[src/rtl/nf10_upb_axis_length_monitor_if.sv]
// AXI4-Stream bus bundle for the length monitor tap: master/slave views for the
// stream endpoints plus a passive all-input view for observers.
interface nf10_upb_axis_length_monitor_if #(
  parameter int unsigned axis_tkeep_width               = 32,
  parameter int unsigned axis_tuser_packet_length_width = 14
);
  logic                                      axis_tvalid;
  logic                                      axis_tready;
  logic [axis_tkeep_width-1:0]               axis_tkeep;
  logic                                      axis_tlast;
  logic [axis_tuser_packet_length_width-1:0] axis_tuser_packet_length;

  modport master (
    output axis_tvalid, axis_tkeep, axis_tlast, axis_tuser_packet_length,
    input  axis_tready
  );

  modport slave (
    input  axis_tvalid, axis_tkeep, axis_tlast, axis_tuser_packet_length,
    output axis_tready
  );

  modport monitor (
    input axis_tvalid, axis_tready, axis_tkeep, axis_tlast, axis_tuser_packet_length
  );
endinterface

[src/rtl/nf10_upb_axis_length_monitor.sv]
// Passive AXI4-Stream tap: tracks packet boundaries, counts bytes from tkeep and
// flags length / tkeep / tuser-change errors for a ChipScope DATA/TRIG port.
module nf10_upb_axis_length_monitor #(
  parameter int unsigned axis_tkeep_width               = 32,
  parameter int unsigned axis_tuser_packet_length_width = 14,
  parameter int unsigned counter_width                  = 32
) (
  input  logic                                        clk,
  input  logic                                        resetn,
  nf10_upb_axis_length_monitor_if.monitor             axis,
  input  logic                                        clear,
  output logic                                        in_packet,
  output logic [axis_tuser_packet_length_width:0]     byte_count,
  output logic [axis_tuser_packet_length_width:0]     last_length,
  output logic [2:0]                                  error_vec,
  output logic                                        trig,
  output logic [counter_width-1:0]                    packet_count,
  output logic [counter_width-1:0]                    error_count
);

  localparam int unsigned LW = axis_tuser_packet_length_width;
  localparam int unsigned BW = LW + 1;
  localparam int unsigned KW = axis_tkeep_width;

  localparam logic [0:0] IDLE = 1'b0;
  localparam logic [0:0] PKT  = 1'b1;

  localparam logic [KW-1:0] KEEP_ONE = {{(KW-1){1'b0}}, 1'b1};

  logic [0:0]             state_q, state_d;
  logic [BW-1:0]          byte_count_q, byte_count_d;
  logic [BW-1:0]          last_length_q, last_length_d;
  logic [LW-1:0]          len_ref_q, len_ref_d;
  logic [2:0]             error_vec_q, error_vec_d;
  logic                   trig_q, trig_d;
  logic [counter_width-1:0] packet_count_q, packet_count_d;
  logic [counter_width-1:0] error_count_q, error_count_d;

  logic          beat;
  logic [BW-1:0] keep_ones;
  logic [BW-1:0] base;
  logic [BW:0]   sum;
  logic [BW-1:0] acc;
  logic [LW-1:0] len_eff;
  logic          keep_legal;

  assign beat = axis.axis_tvalid & axis.axis_tready;

  always_comb begin
    keep_ones = '0;
    for (int unsigned i = 0; i < KW; i++) begin
      keep_ones = keep_ones + BW'(axis.axis_tkeep[i]);
    end
  end

  // Legal tkeep is 2^n-1 with n>0: x & (x+1) is zero only for LSB-contiguous ones.
  always_comb begin
    keep_legal = (|axis.axis_tkeep) &&
                 ((axis.axis_tkeep & (axis.axis_tkeep + KEEP_ONE)) == '0) &&
                 (axis.axis_tlast || (&axis.axis_tkeep));
  end

  // A first beat starts from zero and compares against its own tuser value.
  assign base    = (state_q == IDLE) ? '0 : byte_count_q;
  assign len_eff = (state_q == IDLE) ? axis.axis_tuser_packet_length : len_ref_q;
  assign sum     = {1'b0, base} + {1'b0, keep_ones};
  assign acc     = sum[BW] ? '1 : sum[BW-1:0];

  always_comb begin
    state_d        = state_q;
    byte_count_d   = byte_count_q;
    last_length_d  = last_length_q;
    len_ref_d      = len_ref_q;
    error_vec_d    = '0;
    packet_count_d = packet_count_q;
    error_count_d  = error_count_q;

    if (beat) begin
      byte_count_d   = acc;
      error_vec_d[1] = ~keep_legal;
      if (state_q == IDLE) begin
        len_ref_d = axis.axis_tuser_packet_length;
      end else begin
        error_vec_d[2] = (axis.axis_tuser_packet_length != len_ref_q);
      end
      if (axis.axis_tlast) begin
        state_d        = IDLE;
        last_length_d  = acc;
        packet_count_d = packet_count_q + counter_width'(1);
        error_vec_d[0] = (acc != {1'b0, len_eff});
      end else begin
        state_d = PKT;
      end
    end

    if (trig_q && (error_count_q != '1)) begin
      error_count_d = error_count_q + counter_width'(1);
    end

    if (clear) begin
      packet_count_d = '0;
      error_count_d  = '0;
      last_length_d  = '0;
    end

    trig_d = |error_vec_d;
  end

  always_ff @(posedge clk or negedge resetn) begin
    if (!resetn) begin
      state_q        <= IDLE;
      byte_count_q   <= '0;
      last_length_q  <= '0;
      len_ref_q      <= '0;
      error_vec_q    <= '0;
      trig_q         <= 1'b0;
      packet_count_q <= '0;
      error_count_q  <= '0;
    end else begin
      state_q        <= state_d;
      byte_count_q   <= byte_count_d;
      last_length_q  <= last_length_d;
      len_ref_q      <= len_ref_d;
      error_vec_q    <= error_vec_d;
      trig_q         <= trig_d;
      packet_count_q <= packet_count_d;
      error_count_q  <= error_count_d;
    end
  end

  assign in_packet    = (state_q == PKT);
  assign byte_count   = byte_count_q;
  assign last_length  = last_length_q;
  assign error_vec    = error_vec_q;
  assign trig         = trig_q;
  assign packet_count = packet_count_q;
  assign error_count  = error_count_q;

endmodule

[src/flat_wrapper.sv]
// flat-port wrapper written by rule: the top's interface ports become plain ports
module nf10_upb_axis_length_monitor_flat 
#(
  parameter int unsigned axis_tkeep_width               = 32,
  parameter int unsigned axis_tuser_packet_length_width = 14,
  parameter int unsigned counter_width                  = 32
)
  (clk, resetn, clear, in_packet, byte_count, last_length, error_vec, trig, packet_count, error_count, axis_axis_tvalid, axis_axis_tready, axis_axis_tkeep, axis_axis_tlast, axis_axis_tuser_packet_length);
  nf10_upb_axis_length_monitor_if #(.axis_tkeep_width(axis_tkeep_width), .axis_tuser_packet_length_width(axis_tuser_packet_length_width)) axis_i ();
  input  logic clk;
  input  logic resetn;
  input  logic clear;
  output logic in_packet;
  output logic [axis_tuser_packet_length_width:0] byte_count;
  output logic [axis_tuser_packet_length_width:0] last_length;
  output logic [2:0] error_vec;
  output logic trig;
  output logic [counter_width-1:0] packet_count;
  output logic [counter_width-1:0] error_count;
  input wire logic [$bits(axis_i.axis_tvalid)-1:0] axis_axis_tvalid;
  input wire logic [$bits(axis_i.axis_tready)-1:0] axis_axis_tready;
  input wire logic [$bits(axis_i.axis_tkeep)-1:0] axis_axis_tkeep;
  input wire logic [$bits(axis_i.axis_tlast)-1:0] axis_axis_tlast;
  input wire logic [$bits(axis_i.axis_tuser_packet_length)-1:0] axis_axis_tuser_packet_length;
  assign axis_i.axis_tvalid = axis_axis_tvalid;
  assign axis_i.axis_tready = axis_axis_tready;
  assign axis_i.axis_tkeep = axis_axis_tkeep;
  assign axis_i.axis_tlast = axis_axis_tlast;
  assign axis_i.axis_tuser_packet_length = axis_axis_tuser_packet_length;
  nf10_upb_axis_length_monitor #(.axis_tkeep_width(axis_tkeep_width), .axis_tuser_packet_length_width(axis_tuser_packet_length_width), .counter_width(counter_width)) u_core (.clk(clk), .resetn(resetn), .axis(axis_i), .clear(clear), .in_packet(in_packet), .byte_count(byte_count), .last_length(last_length), .error_vec(error_vec), .trig(trig), .packet_count(packet_count), .error_count(error_count));
endmodule
[config.mk]
export PLATFORM = sky130hd
export DESIGN_NAME = nf10_upb_axis_length_monitor_flat
export DESIGN_NICKNAME = d
export VERILOG_FILES = /design/src/rtl/nf10_upb_axis_length_monitor_if.sv /design/src/rtl/nf10_upb_axis_length_monitor.sv /design/src/flat_wrapper.sv
export SDC_FILE = /design/constraint.sdc
export NUM_CORES = 1
export LEC_CHECK = 0
export ABC_AREA = 1
export BUFFER_PORTS_ARGS = -buffer_cell sky130_fd_sc_hd__clkbuf_2
export CAP_MARGIN = 20
export CORE_ASPECT_RATIO = 1.4
export CORE_MARGIN = 2
export CORE_UTILIZATION = 43
export CTS_BUF_LIST = sky130_fd_sc_hd__clkbuf_4 sky130_fd_sc_hd__clkbuf_8
export CTS_CLUSTER_DIAMETER = 150
export CTS_CLUSTER_SIZE = 12
export DETAILED_ROUTE_END_ITERATION = 10
export SYNTH_ARGS = -nofsm -noshare
export SYNTH_HDL_FRONTEND = slang
export SYNTH_SLANG_ARGS = --single-unit
export TNS_END_PERCENT = 5
[constraint.sdc]
create_clock -name clk -period 6.9 [get_ports clk]
set_clock_uncertainty 0.1 [all_clocks]
set_input_delay 0 -clock clk [delete_from_list [all_inputs] [get_ports clk]]
set_output_delay 0 -clock clk [all_outputs]
set_load 0.01 [all_outputs]
==> results.json <==
{
  "period_share_pct": 93.8,
  "critPathMaxFanout": 31,
  "clock-sinks": 113,
  "fmax_mhz": 154,
  "netlist_area_sq_um": 8340,
  "drv_slew": 0,
  "hold_viol": 0,
  "met1_usage_pct": 31.0,
  "post-cts-setup-buffer-count": 0,
  "layout_min_cycle_time_ns": 6.47,
  "fillers": 1948,
  "fp.dieW_um": 122,
  "top_usage_layer": "met2",
  "relSlewSlack_pct": 36.2,
  "grt_setup_unrepaired": "false",
  "antenna_found_initial": 0,
  "power_density_nw_per_um2": 432,
  "grt_max_degree": 80,
  "grtUsageMet2_pct": 43.1,
  "fin_area_sq_um": 10000,
  "core_area_sq_um": 19100,
  "rows": 60,
  "multi_input_area_sq_um": 4690,
  "layout.nets": 1463,
  "numCtsBuffers": 17,
  "gr-total-overflow": 0,
  "clockBufferDepth": 2,
  "slowest_delay_ns": 0.54,
  "met3_usage_pct": 4.01,
  "synth_ff_type": "dfrtp_1",
  "endpoint_kind": "flop",
  "drc": 0,
  "io_pins": 151,
  "design_power_total_w": 0.00434,
  "synth.area.mux_share_pct": 0,
  "leakagePower_nw": 5.08,
  "chipHeight_um": 169,
  "post_drt_wl_per_cell_um": 14.9,
  "synth_warnings": 0,
  "post-dp-hpwl_um": 18900,
  "synth-seq-area-share_pct": 33.9,
  "drtIter0Drc": 604,
  "cts_root_buf": "clkbuf_8",
  "place_congestion": 0.908,
  "synth_xor_area_share_pct": 1.79,
  "drive_gt1_share_pct": 18.0,
  "timing.hold.ws_ns": 0.0144,
  "drtAntennaViolNets": 0,
  "worstMarginPinSlew_ns": 0.956,
  "start_util_pct": 43.6,
  "synth-simple-area-share_pct": 34.2,
  "max_cap_viol_count": 0,
  "ys_ff_latch": 113,
  "seq_area_sq_um": 2830,
  "final.setup.tns_ns": 0,
  "die-area_sq_um": 20500,
  "async_reset_ff_share_pct": 100,
  "clk_pin_slew_worst_paths_ns": 0.07,
  "area_growth_pct": 20.4,
  "min_path_type": "primary input to flop",
  "viasPerCell": 5.09,
  "clock_latency_ns": 0.45,
  "grt_pass1_vias": 8065,
  "cts_tree": "built",
  "dr.pass1.iters": 5,
  "setup_violations": 0,
  "synth_compound_area_share_pct": 11.3,
  "synth_top_family_by_area": "simple AND/OR/NAND/NOR gates",
  "critPathKind": "primary input to flop",
  "synth_edf_count": 0,
  "synth_adder_area_share_pct": 8.70,
  "htree_num_levels": 4,
  "vias": 8289,
  "start_kind": "primary input",
  "grt_pass1_wl_um": 40100,
  "syn_avg_cell_area_sq_um": 6.99,
  "yosysUniqueCellTypes": 44,
  "status": "finished clean",
  "slowest_stage": "fa_1",
  "synthesis.nets": 1288,
  "required_ns": 7.13,
  "track_usage_pct": 24.6,
  "port_buffers": 150,
  "antenna_cells": 0,
  "routed_wl_um": 24200,
  "peakVddDrop_v": 0.000483,
  "syn_inst": 1193,
  "cp.arrival_ns": 6.70,
  "place_area_sq_um": 9330
}
==> critical path: cells and delay by family <==
family / cells / cell delay, ns
xor gates and xnor gates: 1 / 0.16
and+or+nand+nor: 13 / 1.25
buffers and inverters: 5 / 0.85
AOI/OAI and AO/OA: 2 / 0.40
adders and majority gates: 9 / 4.06
==> path summary, 6_finish.rpt <==
check / depth (start not counted) / startpoint / endpoint / slack [ns]
worst max-delay path: 30 / axis_axis_tkeep[24] / u_core.trig / 0.43
worst min-delay path: 5 / axis_axis_tkeep[26] / u_core.error_vec[1] / 0.01
worst max register to register: 17 / u_core.in_packet / u_core.trig / 3.89
worst min register to register: 2 / u_core.last_length[7] / u_core.last_length[7] / 0.38
max in group asynchronous: 5 / resetn / u_core.error_vec[1] / 5.47
min in group asynchronous: 4 / resetn / u_core.error_count[21] / 0.47
==> registers in the layout, indices dropped and copies added, names as in the netlist <==
register and cells:
u_core.error_count 32, u_core.packet_count 32, u_core.byte_count 15, u_core.last_length 15, u_core.len_ref_q 14, u_core.error_vec 3
u_core.in_packet 1, u_core.trig 1
==> metrics by stage <==
step                      setup slack [ns]  cells  util, %
after floorplan                      0.839   1193        -
after global placement               0.350   1575     48.7
after detailed placement             0.218   1575     48.7
after CTS                            0.318   1627     52.2
after global routing                0.0140   1628     52.4
final                                0.426   1628     52.4
==> synth_stat cells (15+ instances only) <==
cell / count / area [sq um]
nand2_1: 300 / 1130
inv_1: 181 / 679
nor2_1: 129 / 484
dfrtp_1: 113 / 2830
o21ai_0: 81 / 405
nand3_1: 74 / 370
a21oi_1: 51 / 255
nor3_1: 36 / 180
nand4_1: 32 / 200
fa_1: 25 / 500
ha_1: 18 / 225
clkbuf_1: 16 / 60.1
or2_2: 15 / 93.8
==> power by group <==
part / switching [W] / leakage [nW] / total (W) / internal (W)
Sequential: 0.0000493 / 1.53 / 0.000771 / 0.000721
Combinational: 0.00173 / 3.34 / 0.00285 / 0.00112
Clock: 0.000304 / 0.219 / 0.000718 / 0.000414
==> logic make-up after synthesis <==
| family | after synthesis |
|---|---|
| DFF | 113 |
| buffers and inverters | 214 |
| adders and majority gates | 43 |
| xor gates and xnor gates | 17 |
| AOI/OAI and AO/OA | 168 |
| and+or+nand+nor | 638 |
==> per-layer routing <==
metal	vias up	wire (um)
met4	0	467
met2	201	12500
li1	4196	-
met3	31	995
met1	3861	10300
met5	-	0
==> cell type report <==
type                       count  share of cell area, %
tap                          248                   3.09
inverter                     191                   7.16
timing repair buffer         179                   10.5
clock inverter                12                   1.80
sequential                   113                   28.2
multi-input combinational    866                   46.7
clock buffer                  19                   2.61
==> cells in the final DEF, fill, tap and decap left out, drive strengths merged, types with 2 or more instances in the layout <==
cell type    synthesis  routed
a21oi               52      52
a22o                12      12
a31oi                8       8
buf                  7      10
bufinv               0       4
clkbuf              16     168
clkinv               3       6
clkinvlp             0       2
dfrtp              113     113
dlygate4sd3          0      20
fa                  25      25
ha                  18      18
inv                188     191
nand2              309     309
nand3               82      82
nand3b               8       8
nand4               32      32
nor2               140     140
nor3                40      40
nor4                 9       9
o21a                 4       4
o21ai               84      84
o31ai                3       3
or2                 15      15
xnor2                9       9
xor2                 8       8
==> timing repair <==
| item | in CTS | in global routing |
|---|---|---|
| resized for setup | 0 | 4 |
| endpoints found under the setup margin | 0 | 2 |
| hold buffers | 21 | 0 |
| hold endpoints to repair | 54 | 0 |
Power figures use the tool's default switching activity.
